==> src/rtl/hc245_bus_arbiter_if.sv <==
// ============================================================================
// Module  : hc245_bus_arbiter_if
// Purpose : Request/grant and transceiver pin bundle for hc245_bus_arbiter.
// Revision: 1.0 - initial release
// ============================================================================
`default_nettype none

interface hc245_bus_arbiter_if;
    logic req_a;
    logic req_b;
    logic gnt_a;
    logic gnt_b;
    logic dir;
    logic oe_n;

    modport master (
        output req_a, req_b,
        input  gnt_a, gnt_b, dir, oe_n
    );

    modport slave (
        input  req_a, req_b,
        output gnt_a, gnt_b, dir, oe_n
    );
endinterface

`default_nettype wire

==> src/rtl/hc245_bus_arbiter.sv <==
// ============================================================================
// Module  : hc245_bus_arbiter
// Purpose : Round-robin owner arbitration and DIR / OE_n sequencing for a
//           shared 74HC245, with dead time around every direction change.
// Revision: 1.0 - initial release
// ============================================================================
`default_nettype none

module hc245_bus_arbiter #(
    parameter int TURN     = 2,
    parameter int SETTLE   = 1,
    parameter int MAX_HOLD = 16
) (
    input  wire                      clk,
    input  wire                      rst_n,
    hc245_bus_arbiter_if.slave       bus
);

    localparam int MAX_TS = (TURN > SETTLE) ? TURN : SETTLE;
    localparam int CNT_W  = (MAX_TS > 0) ? $clog2(MAX_TS + 1) : 1;
    localparam int HOLD_W = (MAX_HOLD > 0) ? $clog2(MAX_HOLD + 1) : 1;

    localparam logic [CNT_W-1:0]  TURN_LAST   = CNT_W'((TURN > 0) ? TURN - 1 : 0);
    localparam logic [CNT_W-1:0]  SETTLE_LAST = CNT_W'((SETTLE > 0) ? SETTLE - 1 : 0);
    localparam logic [HOLD_W-1:0] HOLD_SAT    = HOLD_W'(MAX_HOLD);
    localparam logic [HOLD_W-1:0] HOLD_LAST   = HOLD_W'((MAX_HOLD > 0) ? MAX_HOLD - 1 : 0);

    typedef enum logic [1:0] {
        ST_IDLE   = 2'd0,
        ST_TURN   = 2'd1,
        ST_SETTLE = 2'd2,
        ST_OWN    = 2'd3
    } state_t;

    state_t              state_q, state_d;
    logic [CNT_W-1:0]    cnt_q, cnt_d;
    logic [HOLD_W-1:0]   hold_q, hold_d;
    logic                dir_q, dir_d;
    logic                oe_n_q, oe_n_d;
    logic                gnt_a_q, gnt_a_d;
    logic                gnt_b_q, gnt_b_d;
    logic                last_b_q, last_b_d;   // 1: B owned last
    logic                win_b_q, win_b_d;     // 1: B is the current winner

    logic pick_b;
    logic tgt_dir;
    logic win_req;
    logic other_req;
    logic preempt;

    always_comb begin
        // On a tie the master that did not own the bus last wins.
        pick_b    = bus.req_b & (~bus.req_a | ~last_b_q);
        tgt_dir   = ~pick_b;
        win_req   = win_b_q ? bus.req_b : bus.req_a;
        other_req = win_b_q ? bus.req_a : bus.req_b;
        preempt   = (MAX_HOLD > 0) && other_req && (hold_q >= HOLD_LAST);
    end

    always_comb begin
        state_d  = state_q;
        cnt_d    = cnt_q;
        hold_d   = hold_q;
        dir_d    = dir_q;
        oe_n_d   = oe_n_q;
        gnt_a_d  = gnt_a_q;
        gnt_b_d  = gnt_b_q;
        last_b_d = last_b_q;
        win_b_d  = win_b_q;

        case (state_q)
            ST_IDLE: begin
                oe_n_d  = 1'b1;
                gnt_a_d = 1'b0;
                gnt_b_d = 1'b0;
                cnt_d   = '0;
                hold_d  = '0;
                if (bus.req_a || bus.req_b) begin
                    win_b_d = pick_b;
                    dir_d   = tgt_dir;
                    if ((tgt_dir != dir_q) && (TURN > 0)) begin
                        state_d = ST_TURN;
                    end else begin
                        oe_n_d = 1'b0;
                        if (SETTLE == 0) begin
                            state_d = ST_OWN;
                            gnt_a_d = ~pick_b;
                            gnt_b_d = pick_b;
                        end else begin
                            state_d = ST_SETTLE;
                        end
                    end
                end
            end

            ST_TURN: begin
                oe_n_d = 1'b1;
                if (!win_req) begin
                    state_d = ST_IDLE;
                end else if (cnt_q == TURN_LAST) begin
                    cnt_d  = '0;
                    oe_n_d = 1'b0;
                    if (SETTLE == 0) begin
                        state_d = ST_OWN;
                        gnt_a_d = ~win_b_q;
                        gnt_b_d = win_b_q;
                    end else begin
                        state_d = ST_SETTLE;
                    end
                end else begin
                    cnt_d = cnt_q + 1'b1;
                end
            end

            ST_SETTLE: begin
                if (!win_req) begin
                    state_d = ST_IDLE;
                    oe_n_d  = 1'b1;
                end else if (cnt_q == SETTLE_LAST) begin
                    state_d = ST_OWN;
                    cnt_d   = '0;
                    gnt_a_d = ~win_b_q;
                    gnt_b_d = win_b_q;
                end else begin
                    cnt_d = cnt_q + 1'b1;
                end
            end

            ST_OWN: begin
                if (!win_req || preempt) begin
                    state_d  = ST_IDLE;
                    gnt_a_d  = 1'b0;
                    gnt_b_d  = 1'b0;
                    oe_n_d   = 1'b1;
                    last_b_d = win_b_q;
                end else if (hold_q != HOLD_SAT) begin
                    hold_d = hold_q + 1'b1;
                end
            end

            default: begin
                state_d = ST_IDLE;
                oe_n_d  = 1'b1;
                gnt_a_d = 1'b0;
                gnt_b_d = 1'b0;
            end
        endcase
    end

    always_ff @(posedge clk) begin
        if (!rst_n) begin
            state_q  <= ST_IDLE;
            cnt_q    <= '0;
            hold_q   <= '0;
            dir_q    <= 1'b0;
            oe_n_q   <= 1'b1;
            gnt_a_q  <= 1'b0;
            gnt_b_q  <= 1'b0;
            last_b_q <= 1'b1;
            win_b_q  <= 1'b0;
        end else begin
            state_q  <= state_d;
            cnt_q    <= cnt_d;
            hold_q   <= hold_d;
            dir_q    <= dir_d;
            oe_n_q   <= oe_n_d;
            gnt_a_q  <= gnt_a_d;
            gnt_b_q  <= gnt_b_d;
            last_b_q <= last_b_d;
            win_b_q  <= win_b_d;
        end
    end

    assign bus.gnt_a = gnt_a_q;
    assign bus.gnt_b = gnt_b_q;
    assign bus.dir   = dir_q;
    assign bus.oe_n  = oe_n_q;

endmodule

`default_nettype wire

==> src/flat_wrapper.sv <==
// flat-port wrapper written by rule: the top's interface ports become plain ports
module hc245_bus_arbiter_flat 
#(
    parameter int TURN     = 2,
    parameter int SETTLE   = 1,
    parameter int MAX_HOLD = 16
)
  (clk, rst_n, bus_req_a, bus_req_b, bus_gnt_a, bus_gnt_b, bus_dir, bus_oe_n);
  hc245_bus_arbiter_if bus_i ();
  input  wire clk;
  input  wire rst_n;
  input wire logic [$bits(bus_i.req_a)-1:0] bus_req_a;
  input wire logic [$bits(bus_i.req_b)-1:0] bus_req_b;
  output wire logic [$bits(bus_i.gnt_a)-1:0] bus_gnt_a;
  output wire logic [$bits(bus_i.gnt_b)-1:0] bus_gnt_b;
  output wire logic [$bits(bus_i.dir)-1:0] bus_dir;
  output wire logic [$bits(bus_i.oe_n)-1:0] bus_oe_n;
  assign bus_i.req_a = bus_req_a;
  assign bus_i.req_b = bus_req_b;
  assign bus_gnt_a = bus_i.gnt_a;
  assign bus_gnt_b = bus_i.gnt_b;
  assign bus_dir = bus_i.dir;
  assign bus_oe_n = bus_i.oe_n;
  hc245_bus_arbiter #(.TURN(TURN), .SETTLE(SETTLE), .MAX_HOLD(MAX_HOLD)) u_core (.clk(clk), .rst_n(rst_n), .bus(bus_i));
endmodule
==> config.mk <==
export PLATFORM = sky130hd
export DESIGN_NAME = hc245_bus_arbiter_flat
export DESIGN_NICKNAME = d
export VERILOG_FILES = /design/src/rtl/hc245_bus_arbiter_if.sv /design/src/rtl/hc245_bus_arbiter.sv /design/src/flat_wrapper.sv
export SDC_FILE = /design/constraint.sdc
export NUM_CORES = 1
export LEC_CHECK = 0
export BUFFER_PORTS_ARGS = -buffer_cell sky130_fd_sc_hd__buf_4
export CAP_MARGIN = 20
export CORE_UTILIZATION = 50
export DETAILED_ROUTE_END_ITERATION = 6
export GPL_TIMING_DRIVEN = 0
export HOLD_SLACK_MARGIN = 0.15
export PLACE_DENSITY_LB_ADDON = 0.12
export SLEW_MARGIN = 0
export SYNTH_ARGS = -nofsm -noshare
export SYNTH_HDL_FRONTEND = slang
export SYNTH_SLANG_ARGS = --single-unit
==> constraint.sdc <==
create_clock -name clk -period 2.82 [get_ports clk]
set_input_delay 0.141 -clock clk [delete_from_list [all_inputs] [get_ports clk]]
set_output_delay 0.141 -clock clk [all_outputs]
set_load 0.005 [all_outputs]
==> results by group <==
Global route
  • Gr ovfl total: 0
  • First-pass GRT wire length: 4080 um
  • Initial antenna violation count: 0
  • Total GRT Usage: 21.3%
  • Largest net degree at the start of global routing: 11
  • Vias in the first global route: 914

Timing
  • Period minus WS final: 2.15 ns
  • Finish-stage setup viols: 0
  • Max Freq: 466 MHz
  • Slew headroom: 70.9%
  • Setup tns final: 0 ns
  • Final-report hold violation count: 0
  • RSZ-0062 raised after global routing: false
  • Clock Skew: 0.000339 ns
  • Slew @ Worst Pin: 0.436 ns
  • Slew Limit Fails: 0
  • Setup ws final: 0.673 ns
  • Final period util: 76.1%

Critical path
  • CP Data Required Time: 3.02 ns
  • Worst Setup SP: u_core.hold_q[0]$_SDFFE_PN0P_
  • Crit. End Element: flip-flop
  • Critical path type: reg -> reg
  • Reg2Reg Launch Point: u_core.hold_q[0]$_SDFFE_PN0P_
  • Worst r2r path cells: 7
  • Arr. time, crit path: 2.34 ns
  • CP max FO: 5
  • Critical path startpoint category: flip-flop

Synthesis
  • FF+latch count, synth: 15
  • Cell variety after synth: 44
  • Synth top area share: 27.1%
  • Ys flop type: dfxtp_1
  • Post-synth EDFFs: 0
  • Yosys warns: 0
  • Synth Net Count: 149
  • Async S/R FF share, synth: 0%
  • Cells after Synth: 135
  • Synth Area per Inst: 8.21 um2
  • Register area share after synthesis: 27.1%
  • Cell taking the most area after synthesis: dfxtp_1
  • Area contributors post-synth: dfxtp_1 27%, ha_1 11%, a21oi_1 4.5%
  • Synthesized area: 0.00111 mm2

Power and ir drop
  • Switching share of total power: 42.5%
  • Sequential power share: 32.4%
  • Switching power: 0.000356 W
  • Internal: 0.000482 W
  • Clock group share of total power: 14.8%
  • Maximum vdd drop: 0.397 mV
  • Logic pwr share: 52.8%
  • Pwr/cell area: 694 mW/mm2
  • LEAKAGE: 0.441 nW

CTS
  • H-tree depth: 1
  • Buffer levels on the longest clock path: 2
  • Post_cts resized: 0
  • Setup bufs post-CTS: 0
  • Hold-fix buffers, CTS: 0
  • CTS tree: yes
  • CTS Buf Count: 3
  • Sink Count: 15
  • Skew-Pair Late Insertion Delay: 0.28 ns
  • Clock Pin Slew Worst Setup and Hold Paths: 0.09 ns
  • Root Driver: clkbuf_4

Cells and area
  • Finished Layout Cells: 171
  • Share of layout cells above drive strength 1: 12.5%
  • Number of nets in the layout: 159
  • Area Overhead vs Synth: 8.80%
  • ANT cells: 0

Die
  • I/O pins: 8
  • Die X: 49.1 um
  • Site Rows: 16
  • Core area: 0.00202 mm2
  • Initial Util: 54.8%
  • Die area: 0.00241 mm2
  • Chip Height: 49.1 um

Placed design
  • Detailed placement HPWL: 1720 um
  • Setup WS pre-CTS: 0.713 ns
  • IO buf count: 5
  • Dpl cells: 167
  • RD Place Congestion: 0.860

Routing
  • First-pass detailed-route iteration total: 4
  • Via count: 974
  • Initial drt markers: 11
  • Routed Antenna Nets: 0
  • Via density: 5.70
  • DRC errors left: 0
  • Avg WL per Cell: 13.5 um
  • Routed WL: 2310 um

Min path
  • HP Class: in -> reg
  • HP Start: rst_n
  • Worst Hold Path Cells: 3

Outcome
  • Status: finished clean

Job
  • Maxcap violations: 0
-- metrics by stage --
stage	total power, W	hold slack, ns	util, %	area, um2
floorplan	0.000610	0.339	-	1110
global placement	0.000701	0.448	58.4	1180
detailed placement	0.000711	0.460	58.4	1180
CTS	0.000834	0.202	59.7	1210
global route	0.000911	0.194	59.7	1210
finish	0.000837	0.205	59.7	1210
-- worst max-delay path, cell delays in order, from the launching register on --
cell and delay (ns):
dfxtp_1 0.36, ha_1 0.24, and3_1 0.20, ha_1 0.22
o211ai_4 0.22, o211ai_4 0.14, or4_1 0.48, a31oi_1 0.20
-- power by group through the flow --
stage	clock network, W	registers, W	logic [W]
after floorplan	0	0.000271	0.000339
after global placement	0	0.000273	0.000427
after detailed placement	0	0.000276	0.000435
after CTS	0.000127	0.000270	0.000437
after global routing	0.000136	0.000276	0.000499
final	0.000124	0.000271	0.000442
-- sequential cells by signal, indices dropped and copies added (netlist names) --
name and count:
u_core.bus.dir 1, u_core.bus.gnt_a 1, u_core.bus.gnt_b 1, u_core.bus.oe_n 1, u_core.cnt_q 2, u_core.hold_q 5
u_core.last_b_q 1, u_core.state_q 2, u_core.win_b_q 1
-- metal layers --
layer  global-route usage, %  wire, um
met5                       0         0
met3                    3.12        47
met4                    4.90        10
met1                    29.9      1100
met2                    34.2      1150
-- layout make-up --
cell class / instances / area, um2
inverters: 14 / 52.6
flip-flops and latches: 15 / 300
well taps: 27 / 33.8
clock buffers: 4 / 26.3
plain buffers: 6 / 30.0
fillers: 193 / 816
multi-input cells: 100 / 726
repair buffers: 5 / 37.5
-- path summary, 6_finish.rpt --
| check | to | slack (ns) |
|---|---|---|
| worst min register to register | u_core.bus.gnt_b$_SDFFE_PN0P_ | 0.47 |
| worst max-delay path | u_core.hold_q[4]$_SDFFE_PN0P_ | 0.67 |
| worst min-delay path | u_core.bus.gnt_a$_SDFFE_PN0P_ | 0.21 |
| worst max register to register | u_core.hold_q[4]$_SDFFE_PN0P_ | 0.67 |
-- Yosys cell counts, types with 3 or more instances --
cell type	count
clkbuf_1	4
nand4_1	4
mux2i_1	5
a21oi_1	10
a31oi_1	4
o211ai_1	3
dfxtp_1	15
ha_1	10
nand2_1	13
inv_1	13
nand3_1	8
nor2_1	6
nand2b_1	4
-- kinds of logic after synthesis --
logic type / synth area share [%]
simple gates: 22.9
fa+ha+maj: 11.3
compound gates: 24.4
flops: 27.1
mux: 6.88
buf+inv: 7.45
-- cells in the final DEF, fill, tap and decap left out, types with 2 or more instances in the layout --
| cell | netlist | layout |
|---|---|---|
| a21oi_1 | 10 | 10 |
| a31oi_1 | 4 | 4 |
| buf_4 | 2 | 7 |
| clkbuf_1 | 4 | 5 |
| clkbuf_4 | 0 | 3 |
| dfxtp_1 | 15 | 15 |
| ha_1 | 10 | 10 |
| inv_1 | 13 | 13 |
| mux2i_1 | 5 | 5 |
| nand2_1 | 13 | 13 |
| nand2b_1 | 4 | 4 |
| nand3_1 | 8 | 8 |
| nand4_1 | 4 | 4 |
| nor2_1 | 6 | 6 |
| o211ai_1 | 3 | 3 |
| o211ai_4 | 2 | 2 |
| o21ai_0 | 2 | 2 |
| o22ai_1 | 2 | 2 |
| or4_1 | 2 | 2 |
(Power assumes the default switching activity.)
